$ cat src/rtl/cdb_arbiter_pkg.sv
// Shared constants for the CDB arbiter: default sizes and producer port indices.
package cdb_arbiter_pkg;

  localparam int CDB_NREQ     = 4;
  localparam int ROB_BITS_DEF = 4;

  typedef enum logic [2:0] {
    CDB_ALU   = 3'd0,
    CDB_LSB   = 3'd1,
    CDB_BR    = 3'd2,
    CDB_SPARE = 3'd3
  } cdb_src_e;

endpackage

$ cat src/rtl/cdb_arbiter_rr_pick2.sv
// Round-robin picker: starting at rr_ptr, returns the first two valid requesters.
module cdb_arbiter_rr_pick2 #(
  parameter int NREQ     = 4,
  parameter int PTR_BITS = $clog2(NREQ)
) (
  input  logic [NREQ-1:0]     req_valid,
  input  logic [PTR_BITS-1:0] rr_ptr,
  output logic [PTR_BITS-1:0] g0,
  output logic [PTR_BITS-1:0] g1,
  output logic                g0_vld,
  output logic                g1_vld
);

  int                  idx;
  logic [PTR_BITS-1:0] idx_p;

  always_comb begin
    g0     = '0;
    g1     = '0;
    g0_vld = 1'b0;
    g1_vld = 1'b0;
    idx    = 0;
    idx_p  = '0;
    for (int i = 0; i < NREQ; i++) begin
      // wrap the scan index without a modulo operator
      idx = int'(rr_ptr) + i;
      if (idx >= NREQ) idx = idx - NREQ;
      idx_p = PTR_BITS'(idx);
      if (req_valid[idx_p]) begin
        if (!g0_vld) begin
          g0     = idx_p;
          g0_vld = 1'b1;
        end else if (!g1_vld) begin
          g1     = idx_p;
          g1_vld = 1'b1;
        end
      end
    end
  end

endmodule

$ cat src/rtl/cdb_arbiter.sv
// Two-channel common data bus arbiter with round-robin grant and registered broadcast.
// Optional per-producer perf counters are built when CDB_PERF_EN is defined.
module cdb_arbiter
  import cdb_arbiter_pkg::*;
#(
  parameter int NREQ     = CDB_NREQ,
  parameter int ROB_BITS = ROB_BITS_DEF,
  parameter int PTR_BITS = $clog2(NREQ)
) (
  input  logic                     clk_in,
  input  logic                     rst_in,
  input  logic                     rdy_in,
  input  logic                     clear,
  input  logic [NREQ-1:0]          req_valid,
  input  logic [NREQ*ROB_BITS-1:0] req_id,
  input  logic [NREQ*32-1:0]       req_value,
  output logic [NREQ-1:0]          req_ready,
  output logic                     cdb1_rdy,
  output logic [ROB_BITS-1:0]      cdb1_id,
  output logic [31:0]              cdb1_value,
  output logic                     cdb2_rdy,
  output logic [ROB_BITS-1:0]      cdb2_id,
  output logic [31:0]              cdb2_value
`ifdef CDB_PERF_EN
  ,
  output logic [NREQ*32-1:0]       perf_grant_cnt,
  output logic [NREQ*32-1:0]       perf_stall_cnt
`endif
);

  logic [PTR_BITS-1:0] rr_ptr;
  logic [PTR_BITS-1:0] g0, g1;
  logic                g0_vld, g1_vld;
  logic                active;
  logic [ROB_BITS-1:0] id_arr  [NREQ];
  logic [31:0]         val_arr [NREQ];

  function automatic logic [PTR_BITS-1:0] ptr_next(input logic [PTR_BITS-1:0] p);
    if (int'(p) == NREQ - 1) return '0;
    return p + PTR_BITS'(1);
  endfunction

  cdb_arbiter_rr_pick2 #(
    .NREQ     (NREQ),
    .PTR_BITS (PTR_BITS)
  ) u_pick (
    .req_valid (req_valid),
    .rr_ptr    (rr_ptr),
    .g0        (g0),
    .g1        (g1),
    .g0_vld    (g0_vld),
    .g1_vld    (g1_vld)
  );

  always_comb begin
    for (int i = 0; i < NREQ; i++) begin
      id_arr[i]  = req_id[i*ROB_BITS +: ROB_BITS];
      val_arr[i] = req_value[i*32 +: 32];
    end
  end

  // Grants are suppressed asynchronously during reset, and by pause or flush.
  assign active = rst_in && rdy_in && !clear;

  always_comb begin
    req_ready = '0;
    if (active) begin
      if (g0_vld) req_ready[g0] = 1'b1;
      if (g1_vld) req_ready[g1] = 1'b1;
    end
  end

  always_ff @(posedge clk_in or negedge rst_in) begin
    if (!rst_in) begin
      cdb1_rdy   <= 1'b0;
      cdb1_id    <= '0;
      cdb1_value <= '0;
      cdb2_rdy   <= 1'b0;
      cdb2_id    <= '0;
      cdb2_value <= '0;
      rr_ptr     <= '0;
    end else if (clear) begin
      // flush wins over pause; pointer and last id/value are kept
      cdb1_rdy <= 1'b0;
      cdb2_rdy <= 1'b0;
    end else if (rdy_in) begin
      cdb1_rdy <= g0_vld;
      cdb2_rdy <= g1_vld;
      if (g0_vld) begin
        cdb1_id    <= id_arr[g0];
        cdb1_value <= val_arr[g0];
      end
      if (g1_vld) begin
        cdb2_id    <= id_arr[g1];
        cdb2_value <= val_arr[g1];
      end
      if (g1_vld)      rr_ptr <= ptr_next(g1);
      else if (g0_vld) rr_ptr <= ptr_next(g0);
    end
  end

`ifdef CDB_PERF_EN
  logic [31:0] grant_cnt [NREQ];
  logic [31:0] stall_cnt [NREQ];

  always_ff @(posedge clk_in or negedge rst_in) begin
    if (!rst_in) begin
      for (int i = 0; i < NREQ; i++) begin
        grant_cnt[i] <= '0;
        stall_cnt[i] <= '0;
      end
    end else if (active) begin
      for (int i = 0; i < NREQ; i++) begin
        if (req_valid[i] && req_ready[i])  grant_cnt[i] <= grant_cnt[i] + 32'd1;
        if (req_valid[i] && !req_ready[i]) stall_cnt[i] <= stall_cnt[i] + 32'd1;
      end
    end
  end

  always_comb begin
    for (int i = 0; i < NREQ; i++) begin
      perf_grant_cnt[i*32 +: 32] = grant_cnt[i];
      perf_stall_cnt[i*32 +: 32] = stall_cnt[i];
    end
  end
`endif

endmodule

$ cat config.mk
export PLATFORM = sky130hd
export DESIGN_NAME = cdb_arbiter
export DESIGN_NICKNAME = d
export VERILOG_FILES = /design/src/rtl/cdb_arbiter_pkg.sv /design/src/rtl/cdb_arbiter_rr_pick2.sv /design/src/rtl/cdb_arbiter.sv
export SDC_FILE = /design/constraint.sdc
export NUM_CORES = 1
export LEC_CHECK = 0
export CAP_MARGIN = 25
export CORE_AREA = 5 5 118 120
export CTS_BUF_LIST = sky130_fd_sc_hd__clkbuf_8
export DETAILED_ROUTE_END_ITERATION = 7
export DIE_AREA = 0 0 123 125
export HOLD_SLACK_MARGIN = 0.03
export PLACE_DENSITY = 0.82
export SETUP_SLACK_MARGIN = 0.02
export SYNTH_ARGS = -nofsm -noshare
export SYNTH_HDL_FRONTEND = slang
export SYNTH_SLANG_ARGS = --single-unit
$ cat constraint.sdc
create_clock -name clk_in -period 5.4 [get_ports clk_in]
set_clock_uncertainty 0.1 [all_clocks]
set_input_delay 1.08 -clock clk_in [delete_from_list [all_inputs] [get_ports clk_in]]
set_output_delay 1.08 -clock clk_in [all_outputs]
set_load 0.05 [all_outputs]
==> results by group <==
Run status
  • Status: finished clean

Final layout
  • Reg area: 1900 um^2
  • Fin nets: between 900 and 1k
  • Fillers: between 1k and 1.5k
  • Area of the multi-input gates: 3450 um^2
  • Layout cells sized above 1: roughly 7%
  • Antenna diodes: 0
  • Synth-to-layout area growth: 47.2%
  • Most frequent cells in the layout: clkdlybuf4s50_1, mux2i_1, dfrtp_1, nor2_1
  • Commonest non-fill, non-tap cell in the layout: clkdlybuf4s50_1
  • Fin util: between 60% and 70%

Min path
  • Hold Startpoint: cdb1_rdy
  • Hold/Removal Path Class: flop to flop
  • Hold Path End: cdb1_rdy
  • Hold depth: 2

STA
  • Final setup viols: 0
  • Final WS setup: 0.366 ns
  • Final min period: between 5 and 6 ns
  • Fin. Hold Viols: 0
  • Max transition margin: roughly a third
  • Final Max Slew Viols: 0
  • F_max: slightly below 200 MHz
  • Slew of the pin with the lowest slew margin: 0.970 ns
  • Final period utilization: 93.2%
  • Sum Neg Setup Slack: 0 ns
  • RSZ-0062 raised after global routing: no

Die
  • Die Wd: around 120 um
  • IO Count: 230
  • Die Y: about 130 um
  • Initial Utilization: 43.7%
  • Area of the core: approximately 13000 um^2
  • Cell Rows: 42
  • Die area: roughly 15000 um^2

Worst setup path
  • Most used cell, CP: ha_1
  • CP Class: input pin to output pin
  • Crit-path max FO: 5
  • Worst r2r src: rr_ptr[1]
  • Startpoint types: input pin
  • Cell chain of the critical path: clkdlybuf4s50_1, mux4_2, ha_1, and2_1, o2111ai_1, o211ai_1, a221oi_4, inv_1, ha_1, a22oi_1, nor2_1, buf_4
  • CP delay by family, top: compound AO/OA/AOI/OAI gates
  • Worst Reg-to-Reg Cells: 8
  • Register-to-Register Setup Slack: approximately 1.4 ns
  • Worst R2R End: cdb1_id[0]
  • CP max stage cell: mux4_2
  • Arrival @ worst endpoint: 3.85 ns
  • Critical Path RT: roughly 4.2 ns
  • Crit path largest cell delay: 0.51 ns
  • Worst setup EP type: output pin
  • Worst path bufs/invs: 3

Clocking
  • Post-CTS sizing: 0
  • Total setup buffers inserted after CTS: 0
  • CTS hold repair buffers: 0
  • Number of CTS-inserted buffers: 9
  • Worst-Skew Late Latency: between 0.3 and 0.4 ns
  • Clock tree sinks: 76
  • Root buffer cell: clkbuf_8
  • Clk slew on worst S/H paths: about 0.090 ns
  • H-tree depth: 3
  • Bufs on Longest Clock Path: 2
  • CTS tree: yes

Pwr
  • Power Dens Cells: about 610 nW/um^2
  • Pleak: ~3.4 nW
  • VDD IR max: roughly 0.00037 V
  • Total power: about 5.0 mW

Global routing
  • Initial antenna violation count: 0
  • Number of global-route vias before repair: about 6.4k
  • Largest net degree at the start of global routing: 44
  • Overflow after GRT: 0
  • First-pass GRT wire length: 33.9 mm
  • Tot GR Track Use: about 27%

Route
  • Via-to-Cell Ratio: about 6.4
  • Antenna viol nets, final: 0
  • Initial DRC count: between 500 and 600
  • Routed wire length: roughly 21 mm
  • Routed WL per cell: roughly 23 um
  • Routed vias: roughly 6.0k
  • # DRC: 0
  • DR pass1 iterations: 6

Placement
  • Place WS: between 0.4 and 0.5 ns
  • IO Port Bufs: approximately 230
  • Hpwl dp: about 15 mm
  • Final Wtd Congestion: approximately 0.82

Logic synthesis
  • Post-Syn Nets: roughly 740
  • Sequential-to-total area share from yosys stat: between 30 and 40%
  • Area leader, netlist: dfrtp_1
  • Synth area leaders: dfrtp_1, mux2i_1, a221oi_1
  • Seq cells post-synth: 76
  • Synth cell types: 52
  • Ys Warns: 0
  • Ys async rst share: between 90% and 100%
  • Mean post-synth cell area: roughly 9.8 um^2
  • Gate Count Post-Synth: 573
  • Top cell type's share of synthesized area: about a third
  • Dominant synthesized flop cell: dfrtp_1
  • Post-synth EDFFs: 0
  • Mapped cell area: 5630 um^2

Flow run
  • Maxcap violations: 0
-- metrics by stage --
stage	hold slack (ns)	instance area, um^2	cells
2_1_floorplan	0.652	5630	573
3_3_place_gp	0.406	8040	931
3_5_place_dp	0.446	8070	932
4_1_cts	0.464	8280	948
5_1_grt	0.500	8280	948
6_report	0.461	8280	948
-- power by group --
| part | internal, mW | switching (mW) |
|---|---|---|
| Combinational | 1.31 | 2.20 |
| Sequential | 0.837 | 0.210 |
| Clock | 0.240 | 0.234 |
| Total | 2.38 | 2.65 |
-- per-layer routing --
layer / vias to the layer above / share of wire [%] / track usage, %
li1: 2666 / - / -
met1: 2952 / 38 / 34.2
met2: 345 / 51 / 46.1
met3: 62 / 6.9 / 3.66
met4: 0 / 4.1 / 13.6
met5: - / 0 / 0
-- how the worst max path moves through the flow --
stage | start | to | slack (ns) | cells after the start
2_1_floorplan | req_valid[3] | req_ready[0] | 0.09 | 13
3_3_place_gp | req_valid[3] | req_ready[3] | 0.50 | 12
3_5_place_dp | req_valid[3] | req_ready[1] | 0.40 | 12
4_1_cts | req_valid[3] | req_ready[1] | 0.36 | 12
5_1_grt | req_valid[3] | req_ready[3] | 0.17 | 12
6_report | req_valid[3] | req_ready[1] | 0.37 | 12
-- state kept, by name, summed over array words and instances (netlist names) --
name and cells:
cdb1_value 32, cdb2_value 32, cdb1_id 4, cdb2_id 4, rr_ptr 2, cdb1_rdy 1, cdb2_rdy 1
-- cells by family (layout without fill, tap and decap cells) --
family,after synthesis,count (layout),synth area share [%]
and+or+nand+nor,91,91,8.25
buffers and inverters,71,270,6.02
DFF,76,76,33.8
adders and majority gates,11,11,2.40
muxes,114,114,20.7
AOI/OAI and AO/OA,210,210,28.8
-- area by class of cell --
class,count,area share [%]
clock inverters,5,0.710
repair buffers,247,29.9
well taps,176,2.66
multi-input cells,426,41.7
flip-flops and latches,76,23.0
inverters,7,0.317
clock buffers,11,1.83
-- cell usage after synthesis (2+ instances only) --
cell and number:
a211o_1 36, a211oi_1 36, a21oi_1 6, a221oi_1 37, a22oi_1 4, a311oi_1 2, and2_1 7, buf_1 2
buf_2 22, buf_4 6, buf_6 3, clkbuf_1 31, dfrtp_1 76, ha_1 10, inv_1 6, mux2i_1 112
mux4_2 2, nand2_1 5, nand2b_1 3, nor2_1 49, nor2b_1 10, nor3_1 2, nor4b_1 2, nor4bb_1 2
o21ai_0 3, o21ai_1 2, o22ai_1 36, o2bb2ai_1 2, o31ai_1 36
-- worst register-to-register path: stages, from the launching register on --
cell and delay (ns):
dfrtp_1 0.77, mux4_2 0.62, ha_1 0.30, mux2i_1 0.11, a32oi_4 0.30, buf_4 0.47, nand2_2 0.62, o31ai_1 0.51
a211oi_1 0.08
(Power assumes the default switching activity.)
